[config.mk]
export PLATFORM = sky130hd
export DESIGN_NAME = core_dispatcher
export DESIGN_NICKNAME = d
export VERILOG_FILES = /design/src/rtl/core_dispatcher.sv
export SDC_FILE = /design/constraint.sdc
export NUM_CORES = 1
export LEC_CHECK = 0
export ABC_CLOCK_PERIOD_IN_PS = 12100
export CORE_AREA = 4 4 228 230
export DETAILED_ROUTE_END_ITERATION = 10
export DIE_AREA = 0 0 232 234
export PLACE_DENSITY = 0.67
export SLEW_MARGIN = 0
export SYNTH_ARGS = -nofsm -noshare
export SYNTH_HDL_FRONTEND = slang
export SYNTH_SLANG_ARGS = --single-unit
[constraint.sdc]
create_clock -name clk -period 12.1 [get_ports clk]
set_input_delay 2.42 -clock clk [delete_from_list [all_inputs] [get_ports clk]]
set_output_delay 2.42 -clock clk [all_outputs]
set_load 0.02 [all_outputs]
[src/rtl/core_dispatcher.sv]
// core_dispatcher: accepts one task, seeds the selected cores, starts them and waits for completion or timeout.
module core_dispatcher #(
  parameter int NUM_OF_CORES = 4,
  parameter int REG_SIZE = 8,
  parameter int INSN_SIZE = 16,
  parameter int INSN_NUM = 16,
  parameter int START_GUARD = 2,
  parameter int TIMEOUT = 1024
) (
  input  logic clk,
  input  logic reset,
  input  logic task_valid,
  output logic task_ready,
  input  logic [NUM_OF_CORES-1:0] task_mask,
  input  logic [REG_SIZE-1:0] task_r0_base,
  input  logic [INSN_NUM*INSN_SIZE-1:0] task_insn,
  output logic [INSN_NUM*INSN_SIZE-1:0] insn_data,
  output logic [NUM_OF_CORES-1:0] start,
  output logic [NUM_OF_CORES-1:0] init_r0_flag,
  output logic [REG_SIZE*NUM_OF_CORES-1:0] init_r0_data,
  input  logic [NUM_OF_CORES-1:0] core_ready,
  output logic done,
  output logic timeout_err,
  output logic [15:0] busy_cycles
);
  localparam int TW = TIMEOUT > 1 ? $clog2(TIMEOUT) : 1;
  typedef enum logic [2:0] {IDLE, CHECK, START, GUARD, RUN, DONE} state_t;
  state_t state, nxt;
  logic [NUM_OF_CORES-1:0] mask;
  logic [3:0] guard;
  logic [TW-1:0] run_cnt;
  logic all_ready, tmo;
  assign all_ready = (core_ready & mask) == mask;
  assign tmo = TIMEOUT != 0 && run_cnt == TW'(TIMEOUT - 1);
  assign task_ready = state == IDLE;
  assign start = state == START ? mask : '0;
  assign init_r0_flag = start;
  assign done = state == DONE;
  always_comb begin
    nxt = state;
    case (state)
      IDLE:  if (task_valid) nxt = task_mask == '0 ? DONE : CHECK;
      CHECK: if (all_ready) nxt = START;
      START: nxt = GUARD;
      GUARD: if (guard <= 4'd1) nxt = RUN;
      RUN:   if (all_ready || tmo) nxt = DONE;
      default: nxt = IDLE;
    endcase
  end
  always_ff @(posedge clk or posedge reset) begin
    if (reset) begin
      state <= IDLE;
      mask <= '0;
      insn_data <= '0;
      init_r0_data <= '0;
      guard <= '0;
      run_cnt <= '0;
      busy_cycles <= '0;
      timeout_err <= 1'b0;
    end else begin
      state <= nxt;
      if (state == IDLE && task_valid) begin
        mask <= task_mask;
        insn_data <= task_insn;
        timeout_err <= 1'b0;
        for (int i = 0; i < NUM_OF_CORES; i++)
          init_r0_data[i*REG_SIZE +: REG_SIZE] <= task_r0_base + REG_SIZE'(i);
      end
      // the START cycle counts as the first guard cycle
      if (state == START) begin
        guard <= 4'(START_GUARD - 1);
        run_cnt <= '0;
        busy_cycles <= 16'd1;
      end
      if (state == GUARD) guard <= guard - 4'd1;
      if (state == RUN) run_cnt <= run_cnt + TW'(1);
      if (state == GUARD || state == RUN) busy_cycles <= busy_cycles + 16'(busy_cycles != 16'hFFFF);
      if (state == RUN && !all_ready && tmo) timeout_err <= 1'b1;
    end
  end
endmodule
Word level (Yosys, flattened, before mapping)
Cells that the tools add are included.

Register bits: 326. Bits in latches: 0. Bits in writable memories: 0. Bits in read-only memories: 0. Input bits: 275. Output and inout port bits: 315. Word-level logic and storage cells: 56. Memories kept: 0.

Add/sub/neg operators: 6. $mul: 0. Div/mod/pow operators: 0. Magnitude comparators: 1. Equal/unequal tests: 12. Shifts and indexed selects: 0. Muxes and demuxes: 15. Bitwise logic cells: 1. Reductions and logical operators: 13.

Operator list (number): $mux 16 (2); $mux 10 (2); $add 16x1->16 (1); $add 8x2->8 const B (2); $ne 16x16->1 const B (1); $mux 3 (5); $pmux 3 s5 (1); $mux 4 (3); $add 10x1->10 const B (1); $eq 10x10->1 const B (1); $add 8x1->8 const B (1); $ne 2x2->1 const B (4); $reduce_bool 2->1 (4); $eq 3x2->1 const B (2); $eq 3x3->1 const B (2); $and 4x4->4 (1); $eq 4x4->1 (1); $le 4x1->1 const B (1); $logic_not 4->1 (1); $reduce_and 4->1 (1); $sub 4x1->4 const B (1); $eq 3x1->1 const B (1); $logic_and 1x1->1 (3); $logic_not 3->1 (1); other kinds (3) (5).

Longest topological paths before layout
Depth after elaboration: 6. Gate-level depth with buffers: 11. Mapped depth without buffers: 8.

Worst setup path before layout
Ideal clock, no wire load.

Path kind: reg-to-output. Start: reg state[1]. End: out start[1]. Data arrival time: 1659 ps. Required time: 9680 ps. Path slack: 8021 ps. Stages on the path, launching flop included: 8. Buffers on the path: 4. Cell sequence: dfrtp_1 buf_2 and2b_1 buf_4 nand2_1 buf_2 nor2_1 buf_4.

Cells in the longest elaborated chain, start to end: 2.

RTL lines: start, declared (RTL line 28) `state_t state, nxt;`; start signal, assigned (RTL line 61) `state <= nxt;`; $eq 3x2->1 (RTL line 36) `assign start = state == START ? mask : '0;`; $mux 4 (RTL line 36); end, declared (RTL line 18) `output logic [NUM_OF_CORES-1:0] start,`.

Every way passes these cells.

Final worst setup path
Start: reg state[1]. End: out init_r0_flag[1].

Cells in the longest elaborated chain, start to end: 2.

RTL lines: $eq 3x2->1 (RTL line 36); $mux 4 (RTL line 36); end, declared (RTL line 19) `output logic [NUM_OF_CORES-1:0] init_r0_flag,`.

Every way passes these cells.

==> impl_results.md <==
* Outcome: finished clean
* Global-route wire length before repair at 67590 µm
* CP arrival at 2.81 ns
* Chip width at 232 µm
* Worst path slowest cell: clkdlybuf4s50_1
* Pleak at 9.843 nW
* Post-CTS Resized at 0
* Skew final at 0.02483 ns
* Final ANT Viol Nets at 0
* Slew Viols, Final at 0
* Post-synth EDFFs at 0
* Fin crit share at 43.24%
* Hold_buf cts at 0
* DPL Wire Length at 32080 µm
* Flops & latches, synth at 324
* DRC Markers at 0
* Iter 0 DRT Violations at 693
* Largest net degree at the start of global routing at 193
* Setup Crit Path Kind: register to output pin
* Total wire length at 44050 µm
* Maxcap violations at 0
* Critical path startpoint: state[1]
* Nets at 2315
* Post-placement cell area at 0.01958 mm²
* Synthesized net count at 1771
* Vias in the first global route at 12100
* RSZ-0062 raised after global routing: false
* Final setup vio count at 0
* Max Fclk at 0.1911 GHz
* Most common cell after layout, fill and taps aside: nand2_1
* Primary FF master, synth: dfrtp_1
* Share of cells above drive strength 1 at 3.743%
* RD Place Congestion at 0.8106
* Clock network power share at 20.7%
* Ys Warns at 0
* Util after Layout at 41.68%
* Post-Syn Instances at 1487
* GRT Residual Overflow at 0
* Crit path launch type: register
* Comb pwr share at 45.1%
* Synth Cell Area at 0.01325 mm²
* Avg Vias per Cell at 4.311
* Num ports at 590
* Hold slack at 0.4683 ns
* Routed len/inst at 16.14 µm
* Netlist cell types at 49
* Most frequent cells in the layout: nand2_1, clkdlybuf4s50_1, dfrtp_1
* Via count at 11770
* PortBufs at 589
* Worst-path fanout max at 15
* CP peak stage delay at 0.64 ns
* CTS Buf Count at 37
* Reg clk slew, reported paths at 0.06 ns
* Antenna violations before repair at 2
* Sw Pwr at 2.090 mW
* Antenna cells at 0
* Post-Place Worst Slack at 6.595 ns
* Worst hold start: insn_data[187]
* Switching Share at 38.84%
* Die H at 234 µm
* Critical Path Sink Type: output pin
* Initial core utilization at 26.57%
* Crit path cell chain: and2b_1 -> nand2_1 -> nor2_1 -> clkdlybuf4s50_1
* PwrDens at 258.9 mW/mm²
* Total internal power at 3.291 mW
* Avg Cell Area, Syn at 8.910 µm²
* Final Non-Filler Cells at 2729
* Worst Slack Setup Final at 6.868 ns
* Clock tree from TritonCTS: yes
* Worst relative slew slack at 34.70%
* Core area at 0.04986 mm²
* Pre-antenna DRT Iters at 4
* Number of fillers in the final layout at 4878
* HP Class: register to register
* Minimum clock period at 5.232 ns
* Setup bufs post-CTS at 0
* Sequential share of the synthesized area at 61.20%
* Clock Sinks at 324
* Worst-margin pin slew at 0.9796 ns
* Area Growth Syn to Fin at 56.85%
* CTS root buf: clkbuf_16
* Clock H-tree levels at 2
* Register share of total power at 34.2%
* Worst-case clock buffer depth at 3
* Final Hold Vio Count at 0
* Die Area at 0.05429 mm²
* R2R Path Start: state[0]
* GRT Total Usage at 15.44%
* Maximum VDD drop at 0.1227 mV
* WP data required at 9.68 ns
* Setup TNS at 0 ns
* Total power at 5.381 mW
* Skew-Pair Late Insertion Delay at 0.53 ns
* Placed insts at 2664
* Share of flip-flops with an asynchronous set or reset at 100.0%
* Final instance area at 0.02078 mm²
* Rows at 82
-- Yosys cell counts (all sizes together), types with 2 or more instances --
cell type	count	share of area, %
nor2	17	0.48
inv	10	0.28
mux2i	8	0.60
buf	57	2.7
ha	9	0.85
o21ai	45	1.7
o211ai	3	0.17
and2	6	0.28
o221ai	3	0.20
and3b	2	0.13
a22o	2	0.13
a41oi	3	0.20
and4	4	0.26
and3	8	0.38
xor2	11	0.73
a31oi	6	0.28
nor4	2	0.094
o31ai	3	0.17
nor3b	2	0.19
nand2b	6	0.28
clkbuf	35	1.0
nand4	15	0.71
nor3	9	0.43
xnor2	7	0.46
nand3	14	0.53
o2111ai	2	0.18
dfrtp	324	61
nor2b	2	0.094
nand2	848	24
a21oi	13	0.49
-- state kept, by name, summed over array words and instances (netlist names) --
name          count
mask              4
state             3
run_cnt          10
busy_cycles      16
guard             4
timeout_err       1
insn_data       256
init_r0_data     30
-- layer usage --
| metal | share of wire [%] | vias up | track usage, % | wire (µm) |
|---|---|---|---|---|
| li1 | - | 5729 | - | - |
| met1 | 39 | 5570 | 18.34 | 17230 |
| met2 | 51 | 384 | 27.30 | 22470 |
| met3 | 7.2 | 79 | 4.604 | 3177 |
| met4 | 2.6 | 4 | 4.278 | 1155 |
| met5 | 0.048 | - | 0 | 21 |
-- layout make-up --
cell class | count | area (µm²) | area share, %
clock buffers | 48 | 1027 | 4.943
clock inverters | 17 | 172.7 | 0.8309
inverters | 10 | 45.04 | 0.2167
multi-input cells | 1061 | 4619 | 22.23
flip-flops and latches | 324 | 8108 | 39.01
well taps | 672 | 840.8 | 4.046
repair buffers | 597 | 5968 | 28.72
-- worst max-delay path, delay by kind of cell, from the launching register on --
family	cells	cell delay, ns
flip-flops	1	0.63
AND/OR/NAND/NOR	3	1.01
buffers and inverters	1	0.64
-- worst paths after layout --
path	endpoint	slack, ns	depth (start not counted)
hold reg to reg	insn_data[187]	0.47	2
max in group asynchronous	insn_data[221]	7.39	4
hold / removal	insn_data[187]	0.47	2
setup / recovery	init_r0_flag[1]	6.87	4
setup reg to reg	insn_data[34]	8.82	6
min in group asynchronous	insn_data[129]	2.45	2
-- power groups by stage --
stage,clock [mW],combinational [mW],sequential [mW]
floorplan,0,0.703,2.35
global placement,0,2.43,1.83
CTS,1.15,2.47,1.84
finish,1.11,2.43,1.84
detailed placement,0,2.47,1.85
global route,1.19,2.63,1.90
-- cell families (layout without fill, tap and decap cells) --
kind of cell             after synthesis  count (layout)  share of synthesized area (%)
AND/OR/NAND/NOR                      940             940                          28.18
flip-flops                           324             324                          61.20
buffers and inverters                102             672                          4.013
AO/OA/AOI/OAI                         86              86                          3.967
XOR/XNOR                              18              18                          1.190
adder cells (fa/ha/maj)                9               9                         0.8500
multiplexers                           8               8                         0.6044
(Power assumes the default switching activity.)
